## src/rtl/fetch_unit_if.sv

```systemverilog
`default_nettype none
// +--------------------------------------------------------------------------+
// | Module   : fetch_unit_if                                                 |
// | Purpose  : Groups the signals that the fetch stage exchanges with the    |
// |            instruction ROM and with decode.                              |
// | Modports : master - fetch unit side (drives ROM request + instr out)     |
// |            slave  - environment side (ROM + decode/control)              |
// | Signals  : ROM_addr/rom_rd/ROM_data     synchronous ROM read port        |
// |            PC_MUX/branch_taken/redirect_pc/branch_offset/jump_addr       |
// |                                         redirect request from decode     |
// |            stall                        decode back-pressure             |
// |            instr/instr_valid/instr_pc/link_pc   fetched instruction      |
// | Revision : 1.0 - initial release                                         |
// +--------------------------------------------------------------------------+
interface fetch_unit_if #(
   parameter int unsigned ADDR_W = 12,
   parameter int unsigned DATA_W = 16
) ();

   // ROM read port
   logic [ADDR_W-1:0] ROM_addr;
   logic              rom_rd;
   logic [DATA_W-1:0] ROM_data;

   // Redirect request
   logic [1:0]        PC_MUX;
   logic              branch_taken;
   logic [ADDR_W-1:0] redirect_pc;
   logic [5:0]        branch_offset;
   logic [ADDR_W-1:0] jump_addr;

   // Decode back-pressure
   logic              stall;

   // Fetched instruction towards decode
   logic [DATA_W-1:0] instr;
   logic              instr_valid;
   logic [ADDR_W-1:0] instr_pc;
   logic [ADDR_W-1:0] link_pc;

   modport master (
      output ROM_addr, rom_rd,
      input  ROM_data,
      input  PC_MUX, branch_taken, redirect_pc, branch_offset, jump_addr,
      input  stall,
      output instr, instr_valid, instr_pc, link_pc
   );

   modport slave (
      input  ROM_addr, rom_rd,
      output ROM_data,
      output PC_MUX, branch_taken, redirect_pc, branch_offset, jump_addr,
      output stall,
      input  instr, instr_valid, instr_pc, link_pc
   );

endinterface : fetch_unit_if
`default_nettype wire

```

## src/rtl/fetch_unit.sv

```systemverilog
`default_nettype none
// +--------------------------------------------------------------------------+
// | Module   : fetch_unit                                                    |
// | Purpose  : Instruction fetch stage of the 16-bit myMIPS core. Owns the   |
// |            program counter, drives a synchronous instruction ROM, tracks |
// |            reads in flight and hands instructions to decode in order,    |
// |            applying branch/jump redirects and decode stalls without      |
// |            dropping or duplicating instructions.                         |
// | Ports    : clk  - rising-edge clock                                      |
// |            rst  - asynchronous, active-low reset                         |
// |            bus  - fetch_unit_if.master (ROM port, redirect, stall,       |
// |                   instr/instr_valid/instr_pc/link_pc)                    |
// | Revision : 1.0 - initial release                                         |
// +--------------------------------------------------------------------------+
module fetch_unit #(
   parameter int unsigned       ADDR_W   = 12,
   parameter int unsigned       DATA_W   = 16,
   parameter logic [ADDR_W-1:0] RESET_PC = '0
) (
   input wire           clk,
   input wire           rst,
   fetch_unit_if.master bus
);

   typedef enum logic [1:0] {
      ST_BOOT  = 2'd0,
      ST_RUN   = 2'd1,
      ST_STALL = 2'd2
   } state_t;

   state_t            state_q,     state_d;

   // Issue stage: the address register doubles as the program counter.
   logic [ADDR_W-1:0] rom_addr_q,  rom_addr_d;
   logic              rom_rd_q,    rom_rd_d;

   // Tag of the word currently on ROM_data (address the ROM sampled).
   logic              t1_vld_q,    t1_vld_d;
   logic [ADDR_W-1:0] t1_addr_q,   t1_addr_d;

   // Output stage towards decode.
   logic [DATA_W-1:0] instr_q,     instr_d;
   logic              instr_vld_q, instr_vld_d;
   logic [ADDR_W-1:0] instr_pc_q,  instr_pc_d;
   logic [ADDR_W-1:0] link_pc_q,   link_pc_d;

   logic              redirect_w;
   logic [ADDR_W-1:0] br_target_w;
   logic [ADDR_W-1:0] target_w;
   logic [ADDR_W-1:0] replay_w;
   logic              deliver_w;

   // ------------------------------------------------------------------------
   // Redirect decode and target computation (all modulo 2^ADDR_W)
   // ------------------------------------------------------------------------
   assign redirect_w  = ((bus.PC_MUX == 2'b10) && bus.branch_taken) ||
                        (bus.PC_MUX == 2'b11);

   assign br_target_w = bus.redirect_pc + ADDR_W'(1) +
                        {{(ADDR_W-6){bus.branch_offset[5]}}, bus.branch_offset};

   assign target_w    = (bus.PC_MUX == 2'b11) ? bus.jump_addr : br_target_w;

   // Oldest instruction not yet handed to decode. The word on ROM_data is the
   // oldest in flight; otherwise the address being presented is, whether or
   // not it is being read this cycle.
   assign replay_w    = t1_vld_q ? t1_addr_q : rom_addr_q;

   // ------------------------------------------------------------------------
   // State register
   // ------------------------------------------------------------------------
   always_ff @(posedge clk or negedge rst) begin
      if (!rst) begin
         state_q     <= ST_BOOT;
         rom_addr_q  <= RESET_PC;
         rom_rd_q    <= 1'b0;
         t1_vld_q    <= 1'b0;
         t1_addr_q   <= '0;
         instr_q     <= '0;
         instr_vld_q <= 1'b0;
         instr_pc_q  <= '0;
         link_pc_q   <= ADDR_W'(1);
      end else begin
         state_q     <= state_d;
         rom_addr_q  <= rom_addr_d;
         rom_rd_q    <= rom_rd_d;
         t1_vld_q    <= t1_vld_d;
         t1_addr_q   <= t1_addr_d;
         instr_q     <= instr_d;
         instr_vld_q <= instr_vld_d;
         instr_pc_q  <= instr_pc_d;
         link_pc_q   <= link_pc_d;
      end
   end

   // ------------------------------------------------------------------------
   // Next-state and datapath control
   // ------------------------------------------------------------------------
   always_comb begin
      state_d     = state_q;
      rom_addr_d  = rom_addr_q;
      rom_rd_d    = rom_rd_q;
      // The ROM samples whatever is presented now; its tag follows it.
      t1_vld_d    = rom_rd_q;
      t1_addr_d   = rom_addr_q;
      instr_d     = instr_q;
      instr_vld_d = instr_vld_q;
      instr_pc_d  = instr_pc_q;
      link_pc_d   = link_pc_q;
      deliver_w   = 1'b0;

      unique case (state_q)
         ST_BOOT: begin
            // One idle cycle after reset, then start at the reset vector.
            rom_addr_d = RESET_PC;
            rom_rd_d   = 1'b1;
            state_d    = ST_RUN;
         end

         ST_RUN, ST_STALL: begin
            if (redirect_w) begin
               // Both wrong-path words (on ROM_data and being sampled now)
               // are discarded by clearing their tags.
               rom_addr_d  = target_w;
               rom_rd_d    = 1'b1;
               t1_vld_d    = 1'b0;
               instr_vld_d = 1'b0;
               state_d     = ST_RUN;
            end else if (bus.stall) begin
               // Outputs hold. Everything in flight is dropped and will be
               // re-read from the oldest undelivered address on release.
               t1_vld_d   = 1'b0;
               rom_addr_d = replay_w;
               rom_rd_d   = 1'b0;
               state_d    = ST_STALL;
            end else begin
               deliver_w = 1'b1;
               rom_rd_d  = 1'b1;
               state_d   = ST_RUN;
               // Leaving STALL re-issues the replay address as-is.
               if (state_q == ST_RUN) begin
                  rom_addr_d = rom_addr_q + ADDR_W'(1);
               end
            end
         end

         default: begin
            state_d  = ST_BOOT;
            rom_rd_d = 1'b0;
         end
      endcase

      // Decode consumed (or never had) the current instruction: present the
      // word on ROM_data if its tag is live. Dead words leave the payload
      // untouched so instr/instr_pc only ever show real fetches.
      if (deliver_w) begin
         instr_vld_d = t1_vld_q;
         if (t1_vld_q) begin
            instr_d    = bus.ROM_data;
            instr_pc_d = t1_addr_q;
            link_pc_d  = t1_addr_q + ADDR_W'(1);
         end
      end
   end

   // ------------------------------------------------------------------------
   // Outputs
   // ------------------------------------------------------------------------
   assign bus.ROM_addr    = rom_addr_q;
   assign bus.rom_rd      = rom_rd_q;
   assign bus.instr       = instr_q;
   assign bus.instr_valid = instr_vld_q;
   assign bus.instr_pc    = instr_pc_q;
   assign bus.link_pc     = link_pc_q;

endmodule : fetch_unit
`default_nettype wire
```

## src/flat_wrapper.sv

```systemverilog
// flat-port wrapper written by rule: the top's interface ports become plain ports
module fetch_unit_flat 
#(
   parameter int unsigned       ADDR_W   = 12,
   parameter int unsigned       DATA_W   = 16,
   parameter logic [ADDR_W-1:0] RESET_PC = '0
)
  (clk, rst, bus_ROM_addr, bus_rom_rd, bus_ROM_data, bus_PC_MUX, bus_branch_taken, bus_redirect_pc, bus_branch_offset, bus_jump_addr, bus_stall, bus_instr, bus_instr_valid, bus_instr_pc, bus_link_pc);
  fetch_unit_if #(.ADDR_W(ADDR_W), .DATA_W(DATA_W)) bus_i ();
  input wire clk;
  input wire rst;
  output wire logic [$bits(bus_i.ROM_addr)-1:0] bus_ROM_addr;
  output wire logic [$bits(bus_i.rom_rd)-1:0] bus_rom_rd;
  input wire logic [$bits(bus_i.ROM_data)-1:0] bus_ROM_data;
  input wire logic [$bits(bus_i.PC_MUX)-1:0] bus_PC_MUX;
  input wire logic [$bits(bus_i.branch_taken)-1:0] bus_branch_taken;
  input wire logic [$bits(bus_i.redirect_pc)-1:0] bus_redirect_pc;
  input wire logic [$bits(bus_i.branch_offset)-1:0] bus_branch_offset;
  input wire logic [$bits(bus_i.jump_addr)-1:0] bus_jump_addr;
  input wire logic [$bits(bus_i.stall)-1:0] bus_stall;
  output wire logic [$bits(bus_i.instr)-1:0] bus_instr;
  output wire logic [$bits(bus_i.instr_valid)-1:0] bus_instr_valid;
  output wire logic [$bits(bus_i.instr_pc)-1:0] bus_instr_pc;
  output wire logic [$bits(bus_i.link_pc)-1:0] bus_link_pc;
  assign bus_ROM_addr = bus_i.ROM_addr;
  assign bus_rom_rd = bus_i.rom_rd;
  assign bus_i.ROM_data = bus_ROM_data;
  assign bus_i.PC_MUX = bus_PC_MUX;
  assign bus_i.branch_taken = bus_branch_taken;
  assign bus_i.redirect_pc = bus_redirect_pc;
  assign bus_i.branch_offset = bus_branch_offset;
  assign bus_i.jump_addr = bus_jump_addr;
  assign bus_i.stall = bus_stall;
  assign bus_instr = bus_i.instr;
  assign bus_instr_valid = bus_i.instr_valid;
  assign bus_instr_pc = bus_i.instr_pc;
  assign bus_link_pc = bus_i.link_pc;
  fetch_unit #(.ADDR_W(ADDR_W), .DATA_W(DATA_W), .RESET_PC(RESET_PC)) u_core (.clk(clk), .rst(rst), .bus(bus_i));
endmodule
```

## config.mk

```make
export PLATFORM = sky130hd
export DESIGN_NAME = fetch_unit_flat
export DESIGN_NICKNAME = d
export VERILOG_FILES = /design/src/rtl/fetch_unit_if.sv /design/src/rtl/fetch_unit.sv /design/src/flat_wrapper.sv
export SDC_FILE = /design/constraint.sdc
export NUM_CORES = 1
export LEC_CHECK = 0
export CAP_MARGIN = 20
export CORE_ASPECT_RATIO = 1.2
export CORE_UTILIZATION = 44
export CTS_BUF_LIST = sky130_fd_sc_hd__clkbuf_16
export CTS_CLUSTER_DIAMETER = 40
export DETAILED_ROUTE_END_ITERATION = 10
export PLACE_DENSITY = 0.81
export SYNTH_ARGS = -nofsm -noshare
export SYNTH_HDL_FRONTEND = slang
export SYNTH_SLANG_ARGS = --single-unit
```

## constraint.sdc

```tcl
create_clock -name clk -period 1.9 [get_ports clk]
set_clock_uncertainty 0.2 [all_clocks]
set_input_delay 0.19 -clock clk [delete_from_list [all_inputs] [get_ports clk]]
set_output_delay 0.19 -clock clk [all_outputs]
set_load 0.01 [all_outputs]
```

Yosys cells after proc, flatten, opt, wreduce, memory -nomap -nowiden
Index checks and enable logic that the tools add are counted.
{"block": "word_totals", "register_bits": 69, "in_bits": 52, "out_inout_bits": 54, "wordCells": 49}
{"block": "op_classes", "add_sub_neg": 4, "n_eq_ne": 6, "muxes": 20, "reduce_logical": 10}
{"cell": "$mux 12", "n": 5}
{"cell": "$add 12x1->12 const B", "n": 3}
{"cell": "$pmux 12 s2", "n": 1}
{"cell": "$add 12x12->12", "n": 1}
{"cell": "$mux 1", "n": 10}
{"cell": "$ne 4x2->1 const B", "n": 2}
{"cell": "$eq 2x2->1 const B", "n": 3}
{"cell": "$reduce_bool 2->1", "n": 3}
{"cell": "$mux 2", "n": 2}
{"cell": "$pmux 2 s2", "n": 1}
{"cell": "$reduce_and 2->1", "n": 2}
{"cell": "$reduce_and 3->1", "n": 1}
{"cell": "$eq 2x1->1 const B", "n": 1}
{"cell": "$logic_not 2->1", "n": 1}
{"cell": "$pmux 1 s2", "n": 1}
{"cell": "$reduce_or 2->1", "n": 1}
{"cell": "$logic_and 1x1->1", "n": 1}
{"cell": "$logic_or 1x1->1", "n": 1}

Longest topological paths before layout
{"block": "depth", "depth_word": 7, "ltp_mapped": 9, "mapped_depth_nobuf": 9}

Worst setup path before layout
No wires, ideal clock.
{"block": "synth_timing", "kind": "input port to flip-flop", "startpoint": "input bus_branch_offset[2]", "endpoint": "register u_core.rom_addr_q[10], in the netlist u_core.bus.ROM_addr[10]", "setup_ps": 123, "t_arrival_ps": 1688, "required_ps": 1577, "slack_ps": -111, "stages": 7, "n_path_buf": 0, "path_cell_list": "ha_1 nor2b_1 o31a_1 o211a_1 or3_1 a31oi_1 o31ai_2"}
{"block": "synth_via", "elab_chain_len": 4}
{"item": "start: declaration", "line": "flat_wrapper.sv:18", "source": "input wire logic [$bits(bus_i.branch_offset)-1:0] bus_branch_offset;"}
{"item": "$add 12x12->12", "line": "fetch_unit.sv:59", "source": "assign br_target_w = bus.redirect_pc + ADDR_W'(1) +"}
{"item": "$mux 12", "line": "fetch_unit.sv:62", "source": "assign target_w = (bus.PC_MUX == 2'b11) ? bus.jump_addr : br_target_w;"}
{"item": "$mux 12", "line": "fetch_unit.sv:121", "source": "if (redirect_w) begin"}
{"item": "$pmux 12 s2", "line": "fetch_unit.sv:112", "source": "unique case (state_q)"}
{"item": "end signal: assignment", "line": "fetch_unit.sv:85", "source": "rom_addr_q <= rom_addr_d;"}
{"item": "end: declaration", "line": "fetch_unit.sv:34", "source": "logic [ADDR_W-1:0] rom_addr_q, rom_addr_d;"}
No other way between the ends.
A chain may end at the register's enable or synchronous reset.

Worst setup path in the final report
{"block": "layout_timing", "startpoint": "register u_core.state_q[1]", "endpoint": "register u_core.rom_addr_q[2], in the netlist u_core.bus.ROM_addr[2]"}
{"block": "layout_via", "elab_chain_len": 4, "elab_cells_between_ends": 9, "cone_classes": "eq/ne (4); mux (1); reduce/logical (4)"}
{"item": "start: declaration", "line": "fetch_unit.sv:31", "source": "state_t state_q, state_d;"}
{"item": "start signal: assignment", "line": "fetch_unit.sv:84", "source": "state_q <= state_d;"}
{"item": "$eq 2x2->1 or $eq 2x1->1 (tied branches)", "line": "fetch_unit.sv:112, fetch_unit.sv:141"}
{"item": "$reduce_or 2->1", "line": "fetch_unit.sv:112"}
{"item": "$ne 4x2->1 (no line) or $reduce_bool 2->1 (tied branches)"}
{"item": "$reduce_and 3->1 (no line)"}
Several ways; a longest one is shown, not always the timed one.

==> reports/qor.csv <==
stage,metric,value,unit
outcome,run status,finished clean,
die,die area,8868,µm²
power,total power density per cell area,1339,nW/µm²
drt,Avg Vias per Cell,5.188,
worst_setup_path,number of cells on the worst reg-to-reg path,7,
place,count of input and output buffers,105,
drt,total via count in the routed design,3289,
timing,number of failing setup endpoints in the final timing report,0,
global_routing,via count of the first global-routing pass,3386,
power,peak supply drop,0.0005453,V
drt,final routed wire length divided by cell count,15.26,µm
worst_setup_path,CP max stage delay,0.40,ns
power,post-layout power,7.758,mW
synthesis,Mapped Cells,356,
worst_setup_path,Setup crit start kind,flop,
power,part of the power in combinational logic,46.5,%
synthesis,count of flip-flops with a built-in enable after synthesis,0,
timing,worst relative slew slack,72.75,%
finish,area grow syn2layout,55.07,%
synthesis,proportion of synthesized chip area in sequential cells,46.23,%
global_routing,overall track demand over capacity in global routing,23.23,%
drt,drt total wl,9.675,mm
die,starting utilization of the core area,45.59,%
timing,final period demand of the worst path,1.854,ns
clock_network,number of H-tree levels,3,
die,number of top-level design ports,106,
synthesis,fraction of synthesis flops using an asynchronous set or reset pin,100.0,%
timing,Fin. Hold Viols,0,
clock_network,number of buffers between clock root and the deepest sink,2,
global_routing,number of antenna violations at the first check in global routing,0,
die,placeable core region,8198,µm²
worst_setup_path,slack of the worst reg-to-reg path,0.05,ns
die,overall die height,103.0,µm
job,count of max-cap constraint violations,0,
synthesis,Main synth FF type,sky130_fd_sc_hd__dfrtp_1,
finish,number of inserted filler cells in the final layout,620,
place,RePlAce Congestion,0.9462,
worst_setup_path,arrival time of the worst setup path,1.92,ns
drt,Initial DRT Pass Iterations,4,
timing,highest clock frequency the design can meet,0.5393,GHz
timing,accumulated negative setup slack,0,ns
timing,final worst-path cycle share,97.59,%
die,die span in x,86.13,µm
finish,final cell count without fillers,634,
synthesis,Syn Nets,425,
timing,worst hold-check slack,0.1291,ns
finish,finished layout cell area,5796,µm²
worst_setup_path,RR Startpoint,u_core.state_q[1]$_DFF_PN0_,
clock_network,Clock Sinks,69,
place,estimated wirelength of the detail-placed design,7.455,mm
worst_setup_path,cells along the critical path,inv_2 > ha_2 > mux2i_1 > a31o_2 > or2_1 > a221oi_2 > a21o_1,
clock_network,clock transition at the register clock pins on the worst setup and hold paths after CTS,0.05,ns
global_routing,maximum number of pins on one net before global-route repair,54,
timing,actual slew at the worst max-slew pin,0.4088,ns
drt,number of nets with antenna violations after routing,0,
place,number of cells after detailed placement,615,
worst_setup_path,start-to-end type of the worst setup path,flop to flop,
synthesis,post-synthesis average cell area,10.50,µm²
power,Switching Fraction,32.97,%
power,part of the total power dissipated in sequential elements,33.4,%
timing,RSZ-0062 raised after global routing,true,
worst_setup_path,CP required,1.97,ns
finish,area used by sequential logic in the layout,1728,µm²
drt,remaining routing DRC violations,0,
power,Pint,5.200,mW
worst_setup_path,Critical Path End Type,flop,
global_routing,first-pass GRT wire length,15.73,mm
finish,area occupied by multi-input gates,2077,µm²
min_path,HP Class,input pin to async pin,
finish,final-stage net count,584,
worst_setup_path,endpoint of the most critical register-to-register path,u_core.bus.ROM_addr[2]$_DFFE_PN0P_,
power,leakage,2.545,nW
synthesis,cell area after technology mapping,3737,µm²
clock_network,TritonCTS buffer count,9,
synthesis,Synth cell types,55,
worst_setup_path,Critical Path Fanout Max,3,
finish,layout cell share with drive strength beyond 1,28.08,%
clock_network,cell at the root of the clock tree,sky130_fd_sc_hd__clkbuf_16,
place,post-place instance area,5346,µm²
timing,fin. max-slew vios,0,
synthesis,Synth Register Bits,69,
global_routing,GR Overflow Total,0,
power,portion of total power attributed to the clock network,20.1,%
power,Net Sw Power,2.558,mW
clock_network,worst-skew pair later-pin latency,0.32,ns
die,site row count,36,
clock_network,TritonCTS clock tree,done,
finish,diodes inserted,0,
worst_setup_path,critical path's slowest cell,sky130_fd_sc_hd__dfrtp_1,
synthesis,synth warn,0,
drt,starting DRC count in detailed routing,129,
per-stage QoR:
step	utilization (%)	setup slack, ns
after floorplan	-	-0.05074
after global placement	65.22	-0.8423
after detailed placement	65.22	-0.8680
after CTS	69.69	-0.004840
after global routing	70.70	-0.02771
final	70.70	0.04574
layout make-up:
class / instances / share of cell area (%)
Multi-Input combinational cell: 260 / 35.84
Sequential cell: 69 / 29.81
Clock buffer: 9 / 3.886
Clock inverter: 7 / 0.9931
Inverter: 11 / 1.015
Timing Repair Buffer: 164 / 25.99
Tap cell: 114 / 2.461
layer usage:
layer / track usage [%] / up-vias / routed length, µm
li1: - / 1607 / -
met1: 26.39 / 1542 / 3895
met2: 41.94 / 117 / 5014
met3: 4.644 / 23 / 530
met4: 11.03 / 0 / 235
met5: 0 / - / 0
cell usage in the layout (no fill, tap or decap), types with 12 or more instances in the layout:
| master | n |
|---|---|
| sky130_fd_sc_hd__dfrtp_1 | 68 |
| sky130_fd_sc_hd__o21ai_0 | 19 |
| sky130_fd_sc_hd__nor2_1 | 16 |
| sky130_fd_sc_hd__nand2_1 | 39 |
| sky130_fd_sc_hd__nand3_1 | 12 |
| sky130_fd_sc_hd__clkdlybuf4s50_1 | 90 |
| sky130_fd_sc_hd__a21oi_1 | 12 |
| sky130_fd_sc_hd__mux2_2 | 25 |
| sky130_fd_sc_hd__xor2_1 | 15 |
| sky130_fd_sc_hd__buf_4 | 54 |
sequential cells by signal, summed over array words and instances, names as in the netlist:
name,count
u_core.bus.instr_pc,12
u_core.bus.instr_valid,1
u_core.t1_addr_q,12
u_core.state_q,2
u_core.t1_vld_q,1
u_core.bus.rom_rd,1
u_core.bus.link_pc,12
u_core.bus.instr,16
u_core.bus.ROM_addr,12
power by group through the flow:
stage / combinational [mW] / clock (mW) / sequential [mW]
2_1_floorplan: 1.33 / 0 / 2.82
3_3_place_gp: 3.42 / 0 / 2.56
3_5_place_dp: 3.49 / 0 / 2.61
4_1_cts: 3.54 / 1.59 / 2.59
5_1_grt: 3.93 / 1.65 / 2.67
6_report: 3.61 / 1.56 / 2.59
critical path, delay by kind of cell, from the launching register on:
| family | cells | cell delay (ns) |
|---|---|---|
| flops | 1 | 0.40 |
| compound gates | 3 | 0.59 |
| fa+ha+maj | 1 | 0.18 |
| simple gates | 1 | 0.28 |
| mux | 1 | 0.08 |
| buf+inv | 1 | 0.08 |
synth_stat cells, types with 3 or more instances:
cell                       count  area, µm²
sky130_fd_sc_hd__clkbuf_1      7      26.28
sky130_fd_sc_hd__o21a_1        8      60.06
sky130_fd_sc_hd__ha_1         16      200.2
sky130_fd_sc_hd__xnor2_1       8      70.07
sky130_fd_sc_hd__nand2_1      39      146.4
sky130_fd_sc_hd__o31ai_1       4      30.03
sky130_fd_sc_hd__nor2_1       17      63.81
sky130_fd_sc_hd__a31oi_1       4      25.02
sky130_fd_sc_hd__o21ai_0      20      100.1
sky130_fd_sc_hd__mux2_1        6      67.56
sky130_fd_sc_hd__nor3_1        6      30.03
sky130_fd_sc_hd__xor2_1       15      131.4
sky130_fd_sc_hd__mux2_2       25      281.5
sky130_fd_sc_hd__mux2i_1       5      50.05
sky130_fd_sc_hd__a221oi_1      3      26.28
sky130_fd_sc_hd__dfrtp_1      68       1702
sky130_fd_sc_hd__nand4_1       5      31.28
sky130_fd_sc_hd__a32o_1        3      30.03
sky130_fd_sc_hd__and3_1        3      18.77
sky130_fd_sc_hd__nand3_1      12      60.06
sky130_fd_sc_hd__o21ai_1       4      20.02
sky130_fd_sc_hd__a21o_1        3      22.52
sky130_fd_sc_hd__a21oi_1      13      65.06
sky130_fd_sc_hd__inv_1        11      41.29
sky130_fd_sc_hd__buf_2         8      40.04
sky130_fd_sc_hd__o211ai_1      3      22.52
cell families (layout without fill, tap and decap cells):
family	after synthesis	in the layout	synth area share, %
muxes	36	36	10.68
and+or+nand+nor	98	98	12.59
DFF	69	69	46.23
xor gates and xnor gates	23	23	5.390
AOI/OAI and AO/OA	86	86	16.24
adders and majority gates	17	17	5.892
buffers and inverters	27	191	2.980
repair_timing:
| item | CTS | global route |
|---|---|---|
| pin swaps | 21 | 14 |
| endpoints found under the setup margin | 9 | 10 |
| buffers inserted | 2 | 0 |
| hold buffers | 1 | 0 |
| hold endpoints to repair | 66 | 0 |
| resized for setup | 46 | 23 |
worst max-delay path by stage:
stage	from	end	slack [ns]
finish	u_core.state_q[1]$_DFF_PN0_	u_core.bus.ROM_addr[2]$_DFFE_PN0P_	0.05
global route	u_core.state_q[1]$_DFF_PN0_	u_core.bus.ROM_addr[0]$_DFFE_PN0P_	-0.03
CTS	bus_branch_offset[0]	u_core.bus.ROM_addr[10]$_DFFE_PN0P_	-0.005
detailed placement	bus_branch_offset[0]	u_core.bus.ROM_addr[8]$_DFFE_PN0P_	-0.87
global placement	bus_branch_offset[0]	u_core.bus.ROM_addr[8]$_DFFE_PN0P_	-0.84
floorplan	bus_branch_offset[0]	u_core.bus.ROM_addr[8]$_DFFE_PN0P_	-0.05
No activity file was read; power rests on OpenSTA's default activity.
